### src/rtl/sprite_blit_ctrl.sv
// rtl/sprite_blit_ctrl.sv - copies one sprite from a combinational ROM into the framebuffer
// Row-major scan with optional horizontal mirror, colour-key transparency and screen-edge clipping.
module sprite_blit_ctrl #(
   parameter int          SCREEN_W    = 640,
   parameter int          SCREEN_H    = 480,
   parameter int          FB_AW       = 19,
   parameter logic [15:0] TRANSPARENT = 16'hFFFF
) (
   input  logic             clk,
   input  logic             rst,
   input  logic             start,
   input  logic [9:0]       pos_x,
   input  logic [8:0]       pos_y,
   input  logic             flip_h,
   output logic             busy,
   output logic             done,
   output logic [11:0]      pix_written,
   output logic [16:0]      spr_pixel,
   input  logic [15:0]      spr_color,
   input  logic [5:0]       spr_width,
   input  logic [5:0]       spr_height,
   output logic [FB_AW-1:0] fb_addr,
   output logic [15:0]      fb_data,
   output logic             fb_we,
   input  logic             fb_ready
);

   typedef enum logic [1:0] {IDLE, SCAN, DRAIN, DONE} state_t;

   localparam logic [10:0] SCR_W = 11'(SCREEN_W);
   localparam logic [9:0]  SCR_H = 10'(SCREEN_H);

   state_t      state;
   logic [9:0]  px;
   logic [8:0]  py;
   logic        flip;
   logic [5:0]  w;
   logic [5:0]  h;
   logic [5:0]  col;
   logic [5:0]  row;
   logic [16:0] row_base;

   logic [10:0]      sx;
   logic [9:0]       sy;
   logic             advance;
   logic             last_col;
   logic             last_row;
   logic             visible;
   logic [5:0]       ncol;
   logic [5:0]       nrow;
   logic [16:0]      nbase;
   logic [5:0]       nidx;
   logic [FB_AW-1:0] addr_calc;

   assign sx        = {1'b0, px} + {5'b0, col};
   assign sy        = {1'b0, py} + {4'b0, row};
   assign advance   = !fb_we || fb_ready;
   assign last_col  = (col == w - 6'd1);
   assign last_row  = (row == h - 6'd1);
   assign visible   = (spr_color != TRANSPARENT) && (sx < SCR_W) && (sy < SCR_H);
   assign addr_calc = FB_AW'(sy) * FB_AW'(SCREEN_W) + FB_AW'(sx);

   // Next texel position; spr_pixel is registered so the ROM sees it one cycle ahead of use.
   always_comb begin
      ncol  = last_col ? 6'd0 : col + 6'd1;
      nrow  = last_col ? row + 6'd1 : row;
      nbase = last_col ? row_base + {11'b0, w} : row_base;
      nidx  = flip ? (w - 6'd1 - ncol) : ncol;
   end

   always_ff @(posedge clk) begin
      if (rst) begin
         state       <= IDLE;
         busy        <= 1'b0;
         done        <= 1'b0;
         pix_written <= '0;
         spr_pixel   <= '0;
         fb_addr     <= '0;
         fb_data     <= '0;
         fb_we       <= 1'b0;
         px          <= '0;
         py          <= '0;
         flip        <= 1'b0;
         w           <= '0;
         h           <= '0;
         col         <= '0;
         row         <= '0;
         row_base    <= '0;
      end else begin
         if (fb_we && fb_ready && pix_written != 12'hFFF)
            pix_written <= pix_written + 12'd1;

         case (state)
            IDLE: begin
               done <= 1'b0;
               if (start) begin
                  px          <= pos_x;
                  py          <= pos_y;
                  flip        <= flip_h;
                  w           <= spr_width;
                  h           <= spr_height;
                  col         <= '0;
                  row         <= '0;
                  row_base    <= '0;
                  pix_written <= '0;
                  busy        <= 1'b1;
                  spr_pixel   <= flip_h ? {11'b0, spr_width - 6'd1} : 17'd0;
                  if (spr_width == 6'd0 || spr_height == 6'd0) begin
                     state <= DONE;
                     done  <= 1'b1;
                  end else begin
                     state <= SCAN;
                  end
               end
            end
            SCAN: begin
               if (advance) begin
                  fb_we <= visible;
                  if (visible) begin
                     fb_data <= spr_color;
                     fb_addr <= addr_calc;
                  end
                  col       <= ncol;
                  row       <= nrow;
                  row_base  <= nbase;
                  spr_pixel <= nbase + {11'b0, nidx};
                  if (last_col && last_row)
                     state <= DRAIN;
               end
            end
            DRAIN: begin
               if (advance) begin
                  fb_we <= 1'b0;
                  state <= DONE;
                  done  <= 1'b1;
               end
            end
            DONE: begin
               done  <= 1'b0;
               busy  <= 1'b0;
               state <= IDLE;
            end
            default: state <= IDLE;
         endcase
      end
   end

endmodule

### config.mk
export PLATFORM = sky130hd
export DESIGN_NAME = sprite_blit_ctrl
export DESIGN_NICKNAME = d
export VERILOG_FILES = /design/src/rtl/sprite_blit_ctrl.sv
export SDC_FILE = /design/constraint.sdc
export NUM_CORES = 1
export LEC_CHECK = 0
export CAP_MARGIN = 20
export CELL_PAD_IN_SITES_DETAIL_PLACEMENT = 1
export CELL_PAD_IN_SITES_GLOBAL_PLACEMENT = 1
export CORE_ASPECT_RATIO = 1.75
export CORE_UTILIZATION = 44
export DETAILED_ROUTE_END_ITERATION = 8
export HOLD_SLACK_MARGIN = 0.06
export PLACE_DENSITY = 0.89
export SLEW_MARGIN = 20
export SYNTH_ARGS = -nofsm -noshare
export SYNTH_HDL_FRONTEND = slang
export SYNTH_SLANG_ARGS = --single-unit
### constraint.sdc
create_clock -name clk -period 8.2 [get_ports clk]
set_clock_uncertainty 0.2 [all_clocks]
set_input_delay 0.82 -clock clk [delete_from_list [all_inputs] [get_ports clk]]
set_output_delay 0.82 -clock clk [all_outputs]
set_load 0.01 [all_outputs]
== Yosys cells after proc, flatten, opt, wreduce, memory -nomap -nowiden ==
Index checks and enable logic that the tools add are counted.
Storage, ports and cells
  output and inout port bits: 67
  bits in registers: 130
  input port bits: 52
  logic and storage cells: 100
Operators by class
  multiply operators: 1
  muxes and demuxes: 34
  magnitude comparators: 2
  reduce and logical (&&, ||, !) cells: 23
  add/sub/neg operators: 12
  equal/unequal tests: 12
Operators by type and width (number)
  $mux W17: 5
  $pmux W17 S2: 2
  $mux W6: 7
  $mux W12: 3
  $add A17 B6 Y17: 2
  $pmux W6 S2: 2
  $add A19 B11 Y19: 1
  $sub A6 B1 Y6 const B: 3
  $ne A16 B16 Y1 const B: 1
  $add A12 B1 Y12 const B: 1
  $add A6 B1 Y6 const B: 2
  $eq A6 B6 Y1: 2
  $logic_not A6 Y1: 2
  $mul A10 B3 Y12 const B: 1
  $ne A12 B12 Y1 const B: 1
  $add A10 B6 Y11: 1
  $lt A11 B10 Y1 const B: 1
  $add A9 B6 Y10: 1
  $lt A10 B9 Y1 const B: 1
  $mux W2: 5
  $ne A2 B2 Y1 const B: 5
  $reduce_and A3 Y1: 3
  $pmux W2 S4: 1
  $reduce_and A4 Y1: 2
  13 further kinds: 29

== Logic depth before layout (Yosys ltp) ==
Gate-level depths: netlist of run 1.
  word-level depth: 8
  depth in mapped cells: 26
  gate-level depth less buffers: 24

== Least setup slack after synthesis of run 1 ==
OpenSTA, ideal clock, no wires.
  path type: register to register
  start: reg w[0]
  end: reg spr_pixel[16]
  data required time: 7937 ps
  clock period less this slack: 5079 ps
  data arrival time: 4816 ps
  cell stages (with the launch flop): 25
  library setup time: 63 ps
  path slack: 3121 ps
  path through: dfxtp_1 -> inv_1 -> ha_1 -> xor2_1 -> nand2_1 -> nor4_2 -> buf_2 -> nand2_1 -> clkbuf_1 -> nand2_1 -> ha_1 -> nor2b_1 -> o21ai_0 -> nand2b_1 -> a21o_1 -> a21oi_1 -> xnor2_1 -> nand2_1 -> xor2_1 -> ha_1 -> a21oi_1 -> o21bai_4 -> or3_4 -> or4_1 -> nand3_1
Between the ends
  longest elaborated chain between the ends: 8
  elaborated cells between the ends (all ways): 10
  classes of those cells: add/sub: 4; eq/ne: 1; mux: 5
Ends and longest elaborated chain
  start, declared: RTL line 37  | logic [5:0] w;
  start signal, assigned: RTL line 100  | w <= spr_width;
  $sub A6 B1 Y6: RTL line 58, 68
  $eq A6 B6 Y1: RTL line 58  | assign last_col = (col == w - 6'd1);
  $mux W6: RTL line 65  | ncol = last_col ? 6'd0 : col + 6'd1;
  $sub A6 B6 Y6: RTL line 68  | nidx = flip ? (w - 6'd1 - ncol) : ncol;
  $mux W6: RTL line 68
  $add A17 B6 Y17 (*): RTL line 126  | spr_pixel <= nbase + {11'b0, nidx};
  $mux W17 (*): RTL line 117  | if (advance) begin
  $pmux W17 S2 (*): RTL line 93  | case (state)
  end signal, assigned: RTL line 107  | spr_pixel <= flip_h ? {11'b0, spr_width - 6'd1} : 17'd0;
  end signal, assigned: RTL line 126
  end, declared: RTL line 18  | output logic [16:0] spr_pixel,
Mark *: on every way between the ends. The rest lies on a longest branch, timed or not. The select of a mux whose other input is x is not followed.
A chain may end at the register's enable or synchronous reset.

== Worst setup path after layout of run 1 ==
  start: reg w[0]
  end: reg spr_pixel[15]
The elaborated chain is that of the path after synthesis.

==> impl_results.md, run 1 <==
- Largest net degree at the start of global routing: 87
- Post-synth ARST share: 0
- Clock Latency Late Sink: 0.43 ns
- Synth Cell Area: 8310 um2
- XOR/XNOR Fraction of Synth Area: 0.105
- Final hold viol count: 0
- Yosys top cell area share: 0.313
- Post-Syn Instances: 1044
- Die width: 106 um
- Main combinational cell family by area after synthesis: simple AND/OR/NAND/NOR gates
- Worst slew pin tran: 1.10 ns
- CTS Buf Count: 17
- HP Class: reg -> reg
- Final wirelength: 26300 um
- Ys flop type: dfxtp_1
- Synth Net Count: 1163
- Vias per cell: 5.80
- Final period util: 0.783
- Dpl cell area: 9670 um2
- Post-cts sizing count: 0
- Worst setup SP type: register
- ANT nets after route: 0
- Worst-path maximum fanout: 18
- # IOs: 119
- Total power: 2460 uW
- WL/cell: 18.9 um
- # setup viols final: 0
- CTS clk-pin slew, worst paths: 0.06 ns
- GRT Util Overall: 0.277
- DRC viols: 0
- # rows: 66
- Layout area overhead: 23.2%
- Hold buffer count at CTS: 0
- Max-Slew Margin vs Limit: 0.262
- Max-Cap Viols: 0
- IO buf count: 118
- RSZ-0062 raised after global routing: no
- Setup TNS: 0 ns
- 1st-iter DRT viols: 307
- GP Congestion: 0.883
- Clock tree buffer depth: 2
- Hold slack: 0.263 ns
- Yosys top cell by area: dfxtp_1
- Number of global-route vias before repair: 8799
- Number of H-tree levels: 4
- VDD IR max: 0.147 mV
- Register area share after synthesis: 0.313
- Commonest cells after routing, fill and taps aside: nand2_1 (134), dfxtp_1 (130), clkdlybuf4s50_1 (117), a21oi_1 (104), nor2_1 (95)
- Critical path required time: 8.32 ns
- Synth area leaders: dfxtp_1 (31%), ha_1 (9.0%), a21oi_1 (6.3%)
- Post-Synthesis Mean Instance Area: 7.96 um2
- Netlist cell types: 69
- Mux cell area share after synthesis: 0.00873
- Synthesis-stage register bit count: 130
- Vias: 8061
- Clock Sinks: 130
- Most common cell after layout, fill and taps aside: nand2_1
- Layout cells sized above 1: 0.0555
- Core ar.: 18600 um2
- Layout fillers: 2273
- Global-route wire length before repair: 43100 um
- DRT Pass-1 Iters: 4
- Grt met3 use: 0.0362
- GRT overflow: 0
- Nets: 1259
- CTS root buf: clkbuf_16
- Compound-Gate Fraction of Synth Area: 0.193
- Post-Synth Simple-Gate Area: 0.233
- Critical path class: reg -> reg
- Tmin final: 6.42 ns
- N_diodes: 0
- Die height: 184 um
- Design Area, Final: 10200 um2
- CTS tree: done
- Initial core utilization: 0.447
- Status: finished clean
- # Post-CTS Setup Buffers: 0
- Max frequency: 156 MHz
- Power Density: 240 nW/um2
- Hpwl dp: 19200 um
- Initial antenna violation count: 0
- GR peak layer: met2
- Leak Pwr: 0.00394 uW
- Post-Synth Adder-Cell Area: 0.107
- Worst Path Arrival: 6.54 ns
- Max-slew violations: 0
- Met2 GRT Util: 0.548
- Number of flops mapped to enable cells by yosys: 0
- Endpoint class of the critical path: register
- Yosys Warn Count: 0
- Die area: 19500 um2
- Grt met1 use: 0.272
-- power by group --
group	internal, uW	switching (uW)
Sequential	721	75.1
Clock	430	312
Combinational	382	541
-- final cells by class --
| class | count | area (um2) | share of cell area |
|---|---|---|---|
| clock buffers | 19 | 443 | 0.0432 |
| clock inverters | 13 | 128 | 0.0125 |
| inverters | 36 | 135 | 0.0132 |
| multi-input cells | 829 | 5400 | 0.527 |
| flip-flops and latches | 130 | 2600 | 0.254 |
| well taps | 238 | 298 | 0.0291 |
| repair buffers | 126 | 1240 | 0.121 |
-- worst paths after layout --
kind | startpoint | depth (start not counted) | endpoint | slack [ns]
max | w[0]$_SDFFE_PP0P_ | 24 | spr_pixel[15]$_SDFFE_PP0P_ | 1.78
max reg2reg | w[0]$_SDFFE_PP0P_ | 24 | spr_pixel[15]$_SDFFE_PP0P_ | 1.78
min | spr_pixel[11]$_SDFFE_PP0P_ | 2 | spr_pixel[11]$_SDFFE_PP0P_ | 0.26
min reg2reg | spr_pixel[11]$_SDFFE_PP0P_ | 2 | spr_pixel[11]$_SDFFE_PP0P_ | 0.26
-- routing by layer --
metal,up-vias,part of all wire
met5,-,0
met4,0,0.040
met3,72,0.027
met2,197,0.55
met1,3915,0.38
li1,3877,-
-- cells in the mapped netlist (3+ instances only) --
| library cell | count |
|---|---|
| o21ai_0 | 60 |
| a32oi_1 | 3 |
| a221oi_1 | 5 |
| dfxtp_1 | 130 |
| nor2_1 | 96 |
| xor2_1 | 47 |
| or4_1 | 4 |
| nand4_1 | 16 |
| fa_1 | 7 |
| xnor2_1 | 47 |
| a31oi_1 | 4 |
| nand3_1 | 45 |
| or2_2 | 5 |
| o211ai_1 | 4 |
| o31ai_1 | 4 |
| nand2_1 | 134 |
| a22oi_1 | 17 |
| mux2i_1 | 5 |
| nor2b_1 | 13 |
| and3_1 | 5 |
| inv_1 | 36 |
| nor3b_1 | 4 |
| and2_1 | 5 |
| nor3_1 | 21 |
| o21a_1 | 7 |
| or3_1 | 9 |
| a211oi_1 | 16 |
| ha_1 | 60 |
| and4_1 | 3 |
| clkbuf_1 | 45 |
| a21o_1 | 14 |
| nand2b_1 | 10 |
| nor4_1 | 8 |
| a211o_1 | 3 |
| o21ai_1 | 4 |
| a21oi_1 | 104 |
-- state kept, by name, summed over array words and instances, names as in the netlist --
signal / flops
px: 10
col: 6
spr_pixel: 17
fb_data: 16
h: 6
w: 6
pix_written: 12
row: 6
state: 2
py: 9
fb_addr: 19
done: 1
flip: 1
busy: 1
fb_we: 1
row_base: 17
-- per-stage QoR --
step                instances  utilization  worst slack (ns)
finish                   1391        0.551              1.78
global route             1391        0.551              1.37
CTS                      1391        0.551              1.85
detailed placement       1359        0.520              1.93
global placement         1359        0.520              2.20
floorplan                1044            -              3.12
-- critical path: stages, from the launching register on --
cell and delay (ns):
dfxtp_1 0.46, inv_1 0.08, ha_1 0.26, xor2_1 0.18, xor2_1 0.19, nor4_2 0.96
nand2_1 0.68, nand2_1 0.29, ha_1 0.25, nor2b_1 0.14, o21ai_0 0.17, nand2b_1 0.11
a21o_1 0.19, a21oi_1 0.18, xnor2_1 0.14, nand2_1 0.10, xor2_1 0.18, ha_1 0.32
o21a_1 0.13, o31ai_1 0.09, nand2b_1 0.08, o21ai_1 0.20, nor4b_1 0.41, nor2_1 0.10
a211o_1 0.22
-- cell families (layout without fill, tap and decap cells) --
group | Yosys count | after routing
compound gates | 262 | 262
xor+xnor | 96 | 96
fa+ha+maj | 67 | 67
buf+inv | 85 | 194
flops | 130 | 130
mux | 7 | 7
simple gates | 397 | 397
(Power assumes the default switching activity.)
==> inputs of run 2 (changes only) <==
--- a/config.mk
+++ b/config.mk
@@ -9,10 +9,10 @@
 export CELL_PAD_IN_SITES_DETAIL_PLACEMENT = 1
 export CELL_PAD_IN_SITES_GLOBAL_PLACEMENT = 1
 export CORE_ASPECT_RATIO = 1.75
-export CORE_UTILIZATION = 44
+export CORE_UTILIZATION = 37
 export DETAILED_ROUTE_END_ITERATION = 8
 export HOLD_SLACK_MARGIN = 0.06
-export PLACE_DENSITY = 0.89
+export PLACE_DENSITY = 0.8
 export SLEW_MARGIN = 20
 export SYNTH_ARGS = -nofsm -noshare
 export SYNTH_HDL_FRONTEND = slang
==> constraint.sdc (replaced) <==
create_clock -name clk -period 5.3 [get_ports clk]
set_clock_uncertainty 0.2 [all_clocks]
set_input_delay 0.53 -clock clk [delete_from_list [all_inputs] [get_ports clk]]
set_output_delay 0.53 -clock clk [all_outputs]
set_load 0.01 [all_outputs]
==> impl_results.md, run 2 (same netlist as run 1, synthesis figures left out) <==
- Worst setup margin: 0.260 ns (-1.52 ns)
- ANT nets after route: 0 (unchanged)
- Max-Cap Viols: 0 (unchanged)
- Area of the multi-input gates: 5400 um2 (+0.14%)
- Biggest register: fb_addr
- Worst slew pin tran: 0.990 ns (-0.109 ns)
- Leak Pwr: 0.00399 uW (+1.4%)
- Critical path required time: 5.48 ns (-2.84 ns)
- Max frequency: 198 MHz (+27%)
- Clock tree buffer depth: 2 (unchanged)
- Hold buffer count at CTS: 0 (unchanged)
- Number of H-tree levels: 4 (unchanged)
- Final period util: 0.951 (+0.168)
- Initial antenna violation count: 0 (unchanged)
- Worst setup SP type: register
- Final hold viol count: 0 (unchanged)
- # IOs: 119 (unchanged)
- Most common cell after layout, fill and taps aside: nand2_1
- Number of global-route vias before repair: 8332 (-5.3%)
- Vias per cell: 5.46 (-5.8%)
- Power Density: 373 nW/um2 (+55%)
- GRT overflow: 0 (unchanged)
- CTS clk-pin slew, worst paths: 0.06 ns (about the same)
- Layout area overhead: 25.5%
- Commonest cells after routing, fill and taps aside: nand2_1 (134), dfxtp_1 (128), clkdlybuf4s50_1 (117), a21oi_1 (104), nor2_1 (95)
- Hold slack: 0.262 ns (-0.000650 ns)
- Layout Cells excl Fill: 1459 (+4.9%)
- Die width: 115 um (+8.9%)
- Pre-CTS WS: 0.169 ns (-1.76 ns)
- Global-route wire length before repair: 41200 um (-4.5%)
- Nets: 1269 (+0.79%)
- 1st-iter DRT viols: 321 (+4.6%)
- DRC viols: 0 (unchanged)
- Flip-flop and latch area: 2610 um2 (about the same)
- Layout fillers: 2706 (+19%)
- Critical path class: reg -> reg
- Inst Count DP: 1426 (+4.9%)
- Core ar.: 22100 um2 (+19%)
- Vias: 7962 (-1.2%)
- Initial core utilization: 0.376 (-0.0707)
- Clock Latency Late Sink: 0.44 ns (about the same)
- Setup TNS: 0 ns (unchanged)
- Number of flip-flops in the largest register: 19 (unchanged)
- Layout cells sized above 1: 0.0671 (+0.0116)
- CTS Buf Count: 17 (unchanged)
- GP Congestion: 0.895 (+1.3%)
- # setup viols final: 0 (unchanged)
- RSZ-0062 raised after global routing: no
- Dpl cell area: 9810 um2 (+1.4%)
- N_diodes: 0 (unchanged)
- GRT Util Overall: 0.227 (-0.0505)
- Max-slew violations: 0 (unchanged)
- WL/cell: 17.4 um (-8.0%)
- Final wirelength: 25300 um (-3.5%)
- Tmin final: 5.04 ns (-1.38 ns)
- Clock Sinks: 130 (unchanged)
- Design Area, Final: 10400 um2 (+1.8%)
- Endpoint class of the critical path: register
- IO buf count: 118 (unchanged)
- CTS tree: done
- Worst Path Arrival: 5.22 ns (-1.32 ns)
- Status: finished clean
- Max-Slew Margin vs Limit: 0.339 (+0.0778)
- Largest registers: fb_addr x19, row_base x17, spr_pixel x17
- Die height: 200 um (+9.0%)
- Hpwl dp: 19000 um (-0.96%)
- # rows: 72 (+9.1%)
- Die area: 23100 um2 (+19%)
- DRT Pass-1 Iters: 4 (unchanged)
- Largest net degree at the start of global routing: 70 (-20%)
- CTS root buf: clkbuf_16
- Worst-path maximum fanout: 6 (-12)
- VDD IR max: 0.267 mV (+81%)
- HP Class: reg -> reg
## run 2: cell types whose count changed in the layout (fill, tap and decap cells not counted), sizes merged
cell / previous run / this run
buf: 9 / 19
bufinv: 1 / 2
clkbuf: 19 / 17
clkinv: 6 / 3
clkinvlp: 2 / 4
inv: 40 / 42
## run 2: timing repair
| action | CTS | global route |
|---|---|---|
| resized for setup | 0 | 3 |
| buffers inserted | 0 | 0 |
| endpoints found under the hold margin | 0 | 0 |
| setup endpoints to repair | 0 | 5 |
## run 2: final timing paths
check                             startpoint  slack, ns  cells past startpoint                         end
setup / recovery           w[0]$_SDFFE_PP0P_       0.26                     21  spr_pixel[16]$_SDFFE_PP0P_
hold / removal    spr_pixel[11]$_SDFFE_PP0P_       0.26                      2  spr_pixel[11]$_SDFFE_PP0P_
setup reg to reg           w[0]$_SDFFE_PP0P_       0.26                     21  spr_pixel[16]$_SDFFE_PP0P_
hold reg to reg   spr_pixel[11]$_SDFFE_PP0P_       0.26                      2  spr_pixel[11]$_SDFFE_PP0P_
## run 2: final cells by class
type	count	area share
multi-input combinational	829	0.518
clock buffer	17	0.0408
tap	296	0.0355
clock inverter	15	0.0164
inverter	36	0.0130
timing repair buffer	136	0.126
sequential	130	0.250
## run 2: report_power, final
| part | internal, uW | total (uW) | switching (uW) |
|---|---|---|---|
| Clock | 704 | 1210 | 503 |
| Combinational | 618 | 1460 | 842 |
| Sequential | 1120 | 1230 | 111 |
| Total | 2440 | 3890 | 1460 |
## run 2: stage by stage
| step | total power, uW | util |
|---|---|---|
| finish | 3890 | 0.473 |
| global route | 4130 | 0.473 |
| global placement | 2660 | 0.445 |
| detailed placement | 2700 | 0.445 |
| floorplan | 2140 | - |
| CTS | 3920 | 0.472 |
## run 2: per-layer routing
layer	part of all wire	up-vias	track usage
met2	0.54	187	0.424
li1	-	3887	-
met4	0.038	0	0.111
met5	0	-	0
met1	0.39	3825	0.233
met3	0.037	63	0.0460
## run 2: worst max-delay path, stage by stage, from the launching register on
cell      delay, ns
dfxtp_2        0.39
inv_1          0.06
ha_1           0.36
xor2_1         0.17
nand2_1        0.10
or4_4          0.59
nor2_8         0.11
nor2_1         0.06
ha_1           0.21
fa_1           0.41
xnor2_1        0.14
nand2_1        0.06
o21ai_0        0.10
ha_1           0.38
a21o_1         0.14
a21o_1         0.15
a21o_1         0.12
a21oi_1        0.10
o21bai_4       0.21
or3_4          0.37
or4_1          0.50
nand3_1        0.07
==> inputs of run 3 (changes only) <==
--- a/config.mk
+++ b/config.mk
@@ -12,7 +12,8 @@
 export CORE_UTILIZATION = 37
 export DETAILED_ROUTE_END_ITERATION = 8
 export HOLD_SLACK_MARGIN = 0.06
-export PLACE_DENSITY = 0.8
+export PLACE_DENSITY = 0.75
+export RECOVER_POWER = 50
 export SLEW_MARGIN = 20
 export SYNTH_ARGS = -nofsm -noshare
 export SYNTH_HDL_FRONTEND = slang
==> impl_results.md, run 3 (same netlist as run 1, synthesis figures left out) <==
- Global-route wire length before repair: 41700 um (+1.4%)
- CTS root buf: clkbuf_16
- GRT overflow: 0 (unchanged)
- Endpoint class of the critical path: register
- Setup TNS: 0 ns (unchanged)
- Critical-path cell list: inv_1 > ha_4 > xor2_2 > xor2_1 > or4_4 > nor2_8 > nor2_1 > ha_1 > fa_1 > xnor2_1 > nand2_1 > o21ai_0 > ha_1 > a21o_1 > a21o_1 > a21o_1 > a21oi_1 > o21bai_4 > or3_4 > or4_1 > nand3_1
- CTS clk-pin slew, worst paths: 0.06 ns (about the same)
- Dpl cell area: 9830 um2 (+0.15%)
- VDD IR max: 0.310 mV (+16%)
- Layout area overhead: 25.8%
- N_diodes: 0 (unchanged)
- GRT Util Overall: 0.232 (+0.00496)
- Largest registers: fb_addr x19, row_base x17, spr_pixel x17
- Max-slew violations: 0 (unchanged)
- Number of global-route vias before repair: 8338 (+0.072%)
- Critical path class: reg -> reg
- Reg-to-reg slack, setup: 0.35 ns (+0.09 ns)
- Clock Latency Late Sink: 0.44 ns (about the same)
- DRC viols: 0 (unchanged)
- Status: finished clean
- CTS Buf Count: 17 (unchanged)
- WL/cell: 17.3 um (-0.43%)
- Final wirelength: 25300 um (-0.22%)
- Number of H-tree levels: 4 (unchanged)
- Worst-path maximum fanout: 6 (unchanged)
- Clock Sinks: 130 (unchanged)
- Cell mode on critical path: a21o_1
- # rows: 72 (unchanged)
- DRT Pass-1 Iters: 4 (unchanged)
- Layout fillers: 2656 (-1.8%)
- R2R depth: 21 (unchanged)
- # IOs: 119 (unchanged)
- Design Area, Final: 10500 um2 (+0.20%)
- R2r endpoint: spr_pixel[16]$_SDFFE_PP0P_
- Slowest stage delay, CP: 0.63 ns (+0.04 ns)
- Critical path required time: 5.47 ns (about the same)
- Final period util: 0.935 (-0.0165)
- Most common cell after layout, fill and taps aside: nand2_1
- Die area: 23100 um2 (unchanged)
- Vias per cell: 5.38 (-1.4%)
- Max frequency: 202 MHz (+1.8%)
- Crit. Startpoint: w[0]$_SDFFE_PP0P_
- Max-Slew Margin vs Limit: 0.341 (+0.00148)
- Core ar.: 22100 um2 (unchanged)
- Hold buffer count at CTS: 0 (unchanged)
- Hpwl dp: 19100 um (+0.48%)
- Nets: 1272 (+0.24%)
- Clock tree buffer depth: 2 (unchanged)
- HP Class: reg -> reg
- Largest net degree at the start of global routing: 57 (-19%)
- 1st-iter DRT viols: 339 (+5.6%)
- Worst Path Arrival: 5.13 ns (-0.09 ns)
- Power Density: 367 nW/um2 (-1.8%)
- Tmin final: 4.95 ns (-0.0874 ns)
- Die height: 200 um (unchanged)
- Worst setup SP type: register
- CTS tree: done
- Number of flip-flops in the largest register: 19 (unchanged)
- Slowest CP cell: or4_4
- # setup viols final: 0 (unchanged)
- Final hold viol count: 0 (unchanged)
- Biggest register: fb_addr
- RSZ-0062 raised after global routing: no
- Initial core utilization: 0.376 (unchanged)
- IO buf count: 118 (unchanged)
- Die width: 115 um (unchanged)
- Commonest cells after routing, fill and taps aside: nand2_1 (134), dfxtp_1 (128), a21oi_1 (104), nor2_1 (95), dlygate4sd3_1 (68)
- GP Congestion: 0.922 (+3.0%)
- Max-Cap Viols: 0 (unchanged)
- Leak Pwr: 0.00421 uW (+5.5%)
- Vias: 7870 (-1.2%)
- Worst r2r src: w[0]$_SDFFE_PP0P_
- Setup crit end: spr_pixel[16]$_SDFFE_PP0P_
- Worst slew pin tran: 0.988 ns (-0.00222 ns)
- ANT nets after route: 0 (unchanged)
- Initial antenna violation count: 0 (unchanged)
- Layout cells sized above 1: 0.0695 (+0.00240)
[run 3: worst min-delay path by stage]
stage	cells past startpoint	slack, ns	startpoint	end
after global placement	2	0.24	spr_pixel[11]$_SDFFE_PP0P_	spr_pixel[11]$_SDFFE_PP0P_
after detailed placement	2	0.25	spr_pixel[11]$_SDFFE_PP0P_	spr_pixel[11]$_SDFFE_PP0P_
after CTS	2	0.26	spr_pixel[11]$_SDFFE_PP0P_	spr_pixel[11]$_SDFFE_PP0P_
after floorplan	2	0.24	px[0]$_SDFFE_PP0P_	px[0]$_SDFFE_PP0P_
final	2	0.25	spr_pixel[11]$_SDFFE_PP0P_	spr_pixel[11]$_SDFFE_PP0P_
after global routing	2	0.28	spr_pixel[11]$_SDFFE_PP0P_	spr_pixel[11]$_SDFFE_PP0P_
[run 3: critical path, delay by kind of cell, from the launching register on]
| kind | cells | cell delay [ns] |
|---|---|---|
| simple gates | 7 | 1.81 |
| fa+ha+maj | 4 | 1.14 |
| compound gates | 6 | 0.77 |
| xor+xnor | 3 | 0.50 |
| buf+inv | 1 | 0.09 |
| flops | 1 | 0.39 |
[run 3: final cells by class]
type	count	area, um2	share of cell area
well taps	296	370	0.0354
clock inverters	15	156	0.0150
inverters	36	135	0.0129
flip-flops and latches	130	2610	0.249
multi-input cells	829	5430	0.519
clock buffers	17	425	0.0407
repair buffers	139	1330	0.128
[run 3: power breakdown]
group          switching (uW)  internal, uW
logic                     844           581
clock network             488           694
registers                 107          1120
total                    1440          2390
[run 3: per-stage QoR]
step	hold slack (ns)	worst slack (ns)	util	instances	power (uW)
after floorplan	0.241	0.221	-	1044	2140
after global placement	0.241	0.297	0.445	1428	2660
after detailed placement	0.248	0.179	0.445	1428	2700
after CTS	0.261	0.176	0.472	1460	3910
after global routing	0.282	0.0481	0.473	1462	4090
final	0.254	0.347	0.473	1462	3830
[run 3: repair_timing]
item                                    CTS  global route
resized for setup                         0             5
endpoints found under the setup margin    0             3
buffers inserted                          0             2
[run 3: per-layer routing]
layer  GRT usage  share of wire  vias up  routed length, um
li1            -              -     3901                  -
met1       0.230           0.38     3767               9620
met2       0.447           0.55      155              13800
met3      0.0460          0.037       47                924
met4       0.105          0.035        0                890
met5           0              0        -                  0
